$ cat config.mk
export PLATFORM = sky130hd
export DESIGN_NAME = hold_sweep_ctrl
export DESIGN_NICKNAME = d
export VERILOG_FILES = /design/src/rtl/hold_sweep_ctrl.sv
export SDC_FILE = /design/constraint.sdc
export NUM_CORES = 1
export LEC_CHECK = 0
export ABC_AREA = 0
export ABC_CLOCK_PERIOD_IN_PS = 3300
export CORE_MARGIN = 4
export CORE_UTILIZATION = 55
export CTS_CLUSTER_SIZE = 8
export DETAILED_ROUTE_END_ITERATION = 6
export DONT_BUFFER_PORTS = 1
export PLACE_DENSITY_LB_ADDON = 0.12
export SLEW_MARGIN = 40
export SYNTH_ARGS = -nofsm -noshare
export SYNTH_HDL_FRONTEND = slang
export SYNTH_SLANG_ARGS = --single-unit
$ cat constraint.sdc
create_clock -name clk -period 3.3 [get_ports clk]
set_input_delay 0.495 -clock clk [delete_from_list [all_inputs] [get_ports clk]]
set_output_delay 0.495 -clock clk [all_outputs]
set_load 0.05 [all_outputs]
$ cat src/rtl/hold_sweep_ctrl.sv
`default_nettype none
// ============================================================================
// Module      : hold_sweep_ctrl
// Description : Hold-time characterisation sequencer for a flip-flop under
//               test. For every (clock-slew, data-slew) index pair it runs a
//               series of trials. Each trial drives a data pulse that rises
//               SETUP_TICKS before the rising DUT-clock edge. The pulse stays
//               high for i*STEP_TICKS after that edge. The captured output is
//               then sampled. The first trial index i whose capture reads 1 is
//               reported for the pair.
//
// Ports
//   clk        in   system clock, all logic on its rising edge
//   rst        in   synchronous active-high reset
//   start      in   one-cycle request to run a full sweep (ignored when busy)
//   dut_q      in   captured output of the flop under test (asynchronous)
//   dut_clk    out  generated DUT clock
//   dut_d      out  generated DUT data
//   ck_idx     out  current clock-slew index
//   d_idx      out  current data-slew index
//   busy       out  sweep in progress
//   res_valid  out  one-cycle result strobe
//   res_step   out  first passing trial index for (ck_idx, d_idx)
//   res_found  out  1 = a passing trial was found
//   done       out  one-cycle pulse at sweep end
//
// Revision    : 1.0  initial release
// ============================================================================
module hold_sweep_ctrl #(
    parameter int HALF_TICKS     = 1000,
    parameter int SETUP_TICKS    = 50,
    parameter int STEP_TICKS     = 1,
    parameter int NSTEPS         = 501,
    parameter int NB_CK          = 3,
    parameter int NB_D           = 3,
    parameter int SETTLE_PERIODS = 2
) (
    input  logic       clk,
    input  logic       rst,
    input  logic       start,
    input  logic       dut_q,
    output logic       dut_clk,
    output logic       dut_d,
    output logic [1:0] ck_idx,
    output logic [1:0] d_idx,
    output logic       busy,
    output logic       res_valid,
    output logic [8:0] res_step,
    output logic       res_found,
    output logic       done
);

    // ------------------------------------------------------------------------
    // Widths and constants
    // ------------------------------------------------------------------------
    // Tick counter reaches 2*HALF_TICKS-1; the width also holds 2*HALF_TICKS.
    localparam int T_W = $clog2(2 * HALF_TICKS + 1);
    // Trial index reaches NSTEPS-1; the width also holds NSTEPS.
    localparam int I_W = $clog2(NSTEPS + 1);
    // Settle-period counter; at least one bit even for a single period.
    localparam int P_W = (SETTLE_PERIODS > 1) ? $clog2(SETTLE_PERIODS) : 1;

    localparam logic [T_W-1:0] c_T_LAST = T_W'(2 * HALF_TICKS - 1);
    localparam logic [T_W-1:0] c_T_HALF = T_W'(HALF_TICKS);
    localparam logic [T_W-1:0] c_T_RISE = T_W'(HALF_TICKS - SETUP_TICKS);
    localparam logic [T_W-1:0] c_T_STEP = T_W'(STEP_TICKS);
    localparam logic [T_W-1:0] c_T_ONE  = T_W'(1);
    localparam logic [I_W-1:0] c_I_LAST = I_W'(NSTEPS - 1);
    localparam logic [I_W-1:0] c_I_ONE  = I_W'(1);
    localparam logic [P_W-1:0] c_P_LAST = P_W'((SETTLE_PERIODS > 0) ? SETTLE_PERIODS - 1 : 0);
    localparam logic [P_W-1:0] c_P_ONE  = P_W'(1);
    localparam logic [1:0]     c_CK_LAST = 2'(NB_CK - 1);
    localparam logic [1:0]     c_D_LAST  = 2'(NB_D - 1);

    // ------------------------------------------------------------------------
    // State encoding
    // ------------------------------------------------------------------------
    localparam logic [2:0] S_IDLE   = 3'd0;
    localparam logic [2:0] S_SETTLE = 3'd1;
    localparam logic [2:0] S_TRIAL  = 3'd2;
    localparam logic [2:0] S_CHECK  = 3'd3;
    localparam logic [2:0] S_CLEAR  = 3'd4;
    localparam logic [2:0] S_RESULT = 3'd5;
    localparam logic [2:0] S_NEXT   = 3'd6;
    localparam logic [2:0] S_DONE   = 3'd7;

    // ------------------------------------------------------------------------
    // Registers
    // ------------------------------------------------------------------------
    logic [2:0]     r_state;
    logic [T_W-1:0] r_t;          // tick within the current DUT period
    logic [P_W-1:0] r_per;        // completed settle periods
    logic [I_W-1:0] r_i;          // current trial index
    logic [T_W-1:0] r_fall;       // tick at which the data pulse ends
    logic           r_to_settle;  // CLEAR leads into SETTLE, not TRIAL
    logic           r_sync1;
    logic           r_sync2;
    logic           r_sample;

    logic           r_dut_clk;
    logic           r_dut_d;
    logic [1:0]     r_ck_idx;
    logic [1:0]     r_d_idx;
    logic           r_busy;
    logic           r_res_valid;
    logic [8:0]     r_res_step;
    logic           r_res_found;
    logic           r_done;

    // ------------------------------------------------------------------------
    // Tick decode. Output waveforms are registered copies of these, so both
    // DUT pins lag the tick counter by the same single cycle and their
    // relative timing is exact.
    // ------------------------------------------------------------------------
    logic w_t_wrap;
    logic w_clk_hi;
    logic w_d_hi;

    assign w_t_wrap = (r_t == c_T_LAST);
    assign w_clk_hi = (r_t >= c_T_HALF);
    assign w_d_hi   = (r_t >= c_T_RISE) && (r_t < r_fall);

    // ------------------------------------------------------------------------
    // Sequencer
    // ------------------------------------------------------------------------
    always_ff @(posedge clk) begin
        if (rst) begin
            r_state     <= S_IDLE;
            r_t         <= '0;
            r_per       <= '0;
            r_i         <= '0;
            r_fall      <= '0;
            r_to_settle <= 1'b0;
            r_sync1     <= 1'b0;
            r_sync2     <= 1'b0;
            r_sample    <= 1'b0;
            r_dut_clk   <= 1'b0;
            r_dut_d     <= 1'b0;
            r_ck_idx    <= 2'd0;
            r_d_idx     <= 2'd0;
            r_busy      <= 1'b0;
            r_res_valid <= 1'b0;
            r_res_step  <= 9'd0;
            r_res_found <= 1'b0;
            r_done      <= 1'b0;
        end else begin
            // Two-stage synchronizer for the asynchronous capture output.
            r_sync1 <= dut_q;
            r_sync2 <= r_sync1;

            // Strobes and DUT pins default low; states below raise them.
            r_res_valid <= 1'b0;
            r_done      <= 1'b0;
            r_dut_clk   <= 1'b0;
            r_dut_d     <= 1'b0;

            case (r_state)
                S_IDLE: begin
                    if (start) begin
                        r_ck_idx <= 2'd0;
                        r_d_idx  <= 2'd0;
                        r_i      <= '0;
                        r_fall   <= c_T_HALF;
                        r_t      <= '0;
                        r_per    <= '0;
                        r_busy   <= 1'b1;
                        r_state  <= S_SETTLE;
                    end
                end

                // Data held low while the DUT clock runs, letting the new
                // slew settings settle.
                S_SETTLE: begin
                    r_dut_clk <= w_clk_hi;
                    if (w_t_wrap) begin
                        r_t <= '0;
                        if (r_per == c_P_LAST) begin
                            r_per   <= '0;
                            r_state <= S_TRIAL;
                        end else begin
                            r_per <= r_per + c_P_ONE;
                        end
                    end else begin
                        r_t <= r_t + c_T_ONE;
                    end
                end

                // The capture happened at mid-period; by the last tick the
                // synchronized output has long been stable.
                S_TRIAL: begin
                    r_dut_clk <= w_clk_hi;
                    r_dut_d   <= w_d_hi;
                    if (w_t_wrap) begin
                        r_t      <= '0;
                        r_sample <= r_sync2;
                        r_state  <= S_CHECK;
                    end else begin
                        r_t <= r_t + c_T_ONE;
                    end
                end

                // The result registers are loaded together with the strobe,
                // so they hold the previous result right up to this strobe.
                S_CHECK: begin
                    if (r_sample) begin
                        r_res_step  <= 9'(r_i);
                        r_res_found <= 1'b1;
                        r_res_valid <= 1'b1;
                        r_state     <= S_RESULT;
                    end else if (r_i != c_I_LAST) begin
                        r_i         <= r_i + c_I_ONE;
                        r_fall      <= r_fall + c_T_STEP;
                        r_to_settle <= 1'b0;
                        r_state     <= S_CLEAR;
                    end else begin
                        r_res_step  <= 9'(c_I_LAST);
                        r_res_found <= 1'b0;
                        r_res_valid <= 1'b1;
                        r_state     <= S_RESULT;
                    end
                end

                // Full period with data low so the flop re-captures 0 before
                // the next trial.
                S_CLEAR: begin
                    r_dut_clk <= w_clk_hi;
                    if (w_t_wrap) begin
                        r_t     <= '0;
                        r_state <= r_to_settle ? S_SETTLE : S_TRIAL;
                    end else begin
                        r_t <= r_t + c_T_ONE;
                    end
                end

                // The terminal branch of the index advance is resolved here so
                // that done follows the final strobe directly; indices then
                // keep the last pair.
                S_RESULT: begin
                    if ((r_ck_idx == c_CK_LAST) && (r_d_idx == c_D_LAST)) begin
                        r_done  <= 1'b1;
                        r_busy  <= 1'b0;
                        r_state <= S_DONE;
                    end else begin
                        r_state <= S_NEXT;
                    end
                end

                S_NEXT: begin
                    if (r_d_idx == c_D_LAST) begin
                        r_d_idx  <= 2'd0;
                        r_ck_idx <= r_ck_idx + 2'd1;
                    end else begin
                        r_d_idx <= r_d_idx + 2'd1;
                    end
                    r_i         <= '0;
                    r_fall      <= c_T_HALF;
                    r_t         <= '0;
                    r_to_settle <= 1'b1;
                    r_state     <= S_CLEAR;
                end

                S_DONE: begin
                    r_state <= S_IDLE;
                end

                default: begin
                    r_state <= S_IDLE;
                end
            endcase
        end
    end

    // ------------------------------------------------------------------------
    // Outputs
    // ------------------------------------------------------------------------
    assign dut_clk   = r_dut_clk;
    assign dut_d     = r_dut_d;
    assign ck_idx    = r_ck_idx;
    assign d_idx     = r_d_idx;
    assign busy      = r_busy;
    assign res_valid = r_res_valid;
    assign res_step  = r_res_step;
    assign res_found = r_res_found;
    assign done      = r_done;

endmodule
`default_nettype wire

# == Word level (Yosys, flattened, before mapping) ==
# Cells that the tools add are included.
# classes
addsub,6
order_cmp,3
eq_ne,21
muxes,43
n_bitwise,4
reduce_logical,24
# op_table
op,count
case mux 11 bit (3 select lines),2
two-way mux 11 bit,5
two-way mux 9 bit,5
case mux 9 bit (3 select lines),1
case mux 3 bit (8 select lines),1
adder 11 x 1 -> 11 bit (second input constant),2
>= comparator 11 x 10 -> 1 bit (second input constant),2
inequality test 2 bit (second input constant),10
two-way mux 1 bit,15
two-way mux 3 bit,5
equality test 3 bit (second input constant),4
AND reduction 3 bit,4
equality test 11 bit (second input constant),1
less-than comparator 11 bit,1
adder 9 x 1 -> 9 bit (second input constant),1
inequality test 9 bit (second input constant),1
two-way mux 2 bit,4
case mux 2 bit (2 select lines),2
AND reduction 2 bit,4
nonzero test 2 bit,4
OR reduction 2 bit,4
equality test 3 x 2 -> 1 bit (second input constant),2
case mux 1 bit (2 select lines),3
nonzero test 3 bit,2
other kinds (10),16
# totals
regBits,58
in_bits,4

# == Logic depth before layout (Yosys ltp) ==
# logic_depth
ltp_word,4
mapped_depth,7
mapped_depth_nobuf,6

# == Least setup slack after synthesis ==
# OpenSTA, ideal clock, no wires.
# synth_timing
path_kind,reg-to-reg
start,"register r_ck_idx[0], in the netlist ck_idx[0]"
end,register r_state[0]
t_arrival_ns,1.608
t_required_ns,3.180
path_slack_ns,1.573
stages_incl_launch_ff,7
path_cell_list,dfxtp_1 inv_1 ha_1 nand4b_1 nor2_1 a221o_1 o31a_1
# synth_via
elab_chain_len,4
# synth_rtl
element,line_no,rtl
"start, declared",102,logic [1:0] r_ck_idx;
"start signal, assigned",251,r_ck_idx <= r_ck_idx + 2'd1;
equality test 2 bit,239,if ((r_ck_idx == c_CK_LAST) && (r_d_idx == c_D_LAST)) begin
logical AND 1 bit,239,
two-way mux 1 bit,239,
case mux 3 bit (8 select lines),157,case (r_state)
"end signal, assigned",229,r_state <= r_to_settle ? S_SETTLE : S_TRIAL;
"end, declared",90,logic [2:0] r_state;
# Every way passes these cells.
# A chain may end at the register's enable or synchronous reset.

# == Worst setup path in the final report ==
# layout_timing
start,register r_state[0]
end,register r_fall[7]
# layout_via
elab_chain_len,3
# layout_rtl
element,line_no,rtl
equality test 3 x 2 -> 1 bit (tied with other cells),157,
inequality test 2 bit (no line) / nonzero test 3 bit (equally long branches),-,
AND reduction 4 bit (no line),-,
"end signal, assigned",163,r_fall <= c_T_HALF;
"end signal, assigned",212,r_fall <= r_fall + c_T_STEP;
"end signal, assigned",256,r_fall <= c_T_HALF;
"end, declared",94,logic [T_W-1:0] r_fall;
# Parallel ways exist; a longest one is shown, timed or not.

==> summary.txt <==
Global route
  • Global route total overflow: 0
  • GRT Util Overall: 21.0%
  • Initial antenna violation count: 0
  • Largest net degree at the start of global routing: 39
  • First-pass GRT wire length: 10800 um
  • Vias in the first global route: 2251

Die
  • Core area: 5240 um2
  • Initial Util: 58.0%
  • Die area: 6780 um2
  • Die width: 82.3 um
  • Die height: 82.3 um
  • # rows: 26
  • Ports: 23

Worst setup path
  • Crit-path max FO: 21
  • Reg2reg end: r_fall[7]
  • Worst path max stage delay: 0.72 ns
  • Length in cells of the worst reg-to-reg path: 4
  • Setup Crit Path Kind: reg2reg
  • Critical path's top delay family: simple AND/OR/NAND/NOR gates
  • Critical path endpoint category: flip-flop
  • RR Startpoint: r_state[0]
  • Internal reg-to-reg setup slack: 1.15 ns
  • CP Cell Sequence: and4bb_2 -> o21ai_2 -> or4_1 -> a31oi_1
  • Startpoint Class: flip-flop
  • Crit path buf inv count: 0
  • Critical path arrival: 2.40 ns
  • Required time of the critical path: 3.55 ns
  • CP max stage cell: dfxtp_1

Pwr
  • Leak: 1.13 nW
  • Sw Pwr: 0.333 mW
  • Sequential share of power: 52.0%
  • Worst VDD drop: 264 uV
  • Power density over cell area: 437 nW/um2
  • Clk network pwr share: 42.9%
  • Sw Ratio: 23.6%
  • Internal Power: 1.08 mW
  • Comb pwr share: 5.1%

Synth
  • Seq/Total Area, Yosys: 38.2%
  • Synthesized flop and latch total: 58
  • Post-Syn Instances: 336
  • Ys async rst share: 0%
  • Post-synth top area share: 38.2%
  • Count leader, synth: dfxtp_1
  • Mapped Area: 3040 um2
  • Largest cells by area after synthesis: dfxtp_1 (38%), ha_1 (6.6%), nor2_1 (3.1%)
  • Most common library cells after synthesis: dfxtp_1 (58), nor2_1 (25), inv_1 (19), nand2_1 (19), a21oi_1 (18)
  • Warnings, synthesis: 0
  • Main flop type after synthesis: dfxtp_1
  • Syn_area_per_cell: 9.05 um2
  • Number of flops mapped to enable cells by yosys: 0
  • Synth area leader: dfxtp_1
  • Synth unique cells: 61
  • Mapped Nets: 356

Hold path
  • Hold path start: rst
  • Hold EP: r_t[2]
  • Worst hold path cell count: 1
  • HP Class: in2reg

Run status
  • Status: finished clean

Drt
  • Vias: 2448
  • Wirelength per Cell: 15.6 um
  • Post-route DRC: 0
  • Post-route ant nets: 0
  • Total wire length: 6340 um
  • 1st-pass router iterations: 4
  • DR vias/cell: 6.03
  • Initial DRC count: 140

Clocking
  • # clock sinks: 58
  • CTS clock-pin slew for the worst setup and hold paths: 0.07 ns
  • Cts-stage hold buffer count: 0
  • Post-CTS resize count: 0
  • Clock root buffer master: clkbuf_8
  • # H-tree levels: 3
  • Worst-Skew Late Latency: 0.33 ns
  • Post-CTS Repair Setup Buffers: 0
  • CTS tree: yes
  • Clock Tree Buf Depth: 2
  • Num CTS Buffers: 9

Timing
  • RSZ-0062 raised after global routing: false
  • Fin. max-slew vios: 0
  • Worst slew pin tran: 0.619 ns
  • Final hold vios: 0
  • Setup TNS: 0 ns
  • Worst clock skew: 0.00580 ns
  • Final setup fails: 0
  • Minimum clock period: 2.15 ns
  • Worst slew margin: 58.7%
  • Final period util: 65.3%
  • FMAX: 0.464 GHz

Cells and area
  • Fill cells: 471
  • Layout cells sized above 1: 10.4%
  • Core Util, Final: 61.5%
  • Final nets: 351
  • Synth-to-Final Area Change: 6.01%
  • Inserted Diodes: 0

Flow run
  • # Max-Cap Violations: 0

Placement
  • GP Congestion: 0.793
  • Dpl hpwl: 4390 um
  • Port Buffers: 0
-- cells by family (layout without fill, tap and decap cells) --
logic type      after synthesis  in the layout  share of synthesized area [%]
flops                        58             58                           38.2
fa+ha+maj                    16             16                           6.59
mux                           3              3                           1.07
xor+xnor                     16             16                           4.61
buf+inv                      36             36                           5.39
simple gates                125            125                           24.1
compound gates               82             82                           20.0
-- metal layers --
metal | up-vias | global-route usage, % | wire (um)
met3 | 7 | 6.62 | 263
met2 | 47 | 32.2 | 3050
met5 | - | 0 | 0
li1 | 1230 | - | -
met4 | 0 | 7.64 | 76
met1 | 1164 | 27.5 | 2960
-- cell type report --
type / instances / area, um2 / share of cell area, %
clock buffers: 15 / 176 / 5.48
multi-input cells: 242 / 1710 / 53.2
well taps: 70 / 87.6 / 2.72
inverters: 20 / 75.1 / 2.33
clock inverters: 1 / 7.51 / 0.233
flip-flops and latches: 58 / 1160 / 36.0
-- layout by cell type (no fill, tap or decap), types with 3 or more instances in the layout --
cell type,n
ha_1,16
a21oi_1,18
o31ai_1,5
o21ai_0,14
o221a_2,4
nor3_2,8
nor3_1,10
and3_1,6
nand4b_1,3
clkbuf_1,3
a31oi_1,7
nor2b_1,4
xor2_1,8
dfxtp_1,58
inv_1,19
xnor2_1,8
or4_1,4
clkbuf_8,12
nand3_1,14
nand4_1,6
o221a_1,4
a21o_1,7
and4_1,4
nor2_1,25
nand2_1,19
or3_1,8
-- state kept, by name (all words and copies together), names as in the netlist, 2 cells and up --
register and flops:
ck_idx 2, d_idx 2, r_fall 11, r_i 9, r_state 3, r_t 11, res_step 9
-- power by group through the flow --
| stage | Combinational (mW) | Sequential, mW | Clock, mW |
|---|---|---|---|
| final | 0.0713 | 0.732 | 0.605 |
| after global routing | 0.0814 | 0.734 | 0.653 |
| after CTS | 0.0720 | 0.732 | 0.615 |
| after detailed placement | 0.0716 | 0.748 | 0 |
| after global placement | 0.0694 | 0.748 | 0 |
| after floorplan | 0.0764 | 0.740 | 0 |
-- worst register-to-register path, cell delays in order (launching register included) --
cell and delay [ns]:
dfxtp_1 0.72, and4bb_2 0.44, o21ai_2 0.21, or4_1 0.52
a31oi_1 0.19
-- stage by stage --
stage	setup WS (ns)	instance area, um2	instances	hold WS, ns	power, mW
floorplan	1.57	3040	336	0.414	0.816
global placement	1.25	3040	390	0.419	0.817
detailed placement	1.17	3040	390	0.428	0.819
CTS	1.16	3220	406	0.216	1.42
global route	0.973	3220	406	0.206	1.47
finish	1.15	3220	406	0.228	1.41
-- worst max-delay path by stage --
stage                   to  depth (start not counted)  startpoint  slack [ns]
6_report         r_fall[7]                          4  r_state[0]        1.15
5_1_grt        res_step[7]                          3  r_state[0]        0.97
4_1_cts          r_fall[7]                          4  r_state[0]        1.16
3_5_place_dp     r_fall[7]                          4  r_state[0]        1.17
3_3_place_gp     r_fall[7]                          4  r_state[0]        1.25
2_1_floorplan   r_state[0]                          6   ck_idx[0]        1.57
No activity file was read; power rests on OpenSTA's default activity.
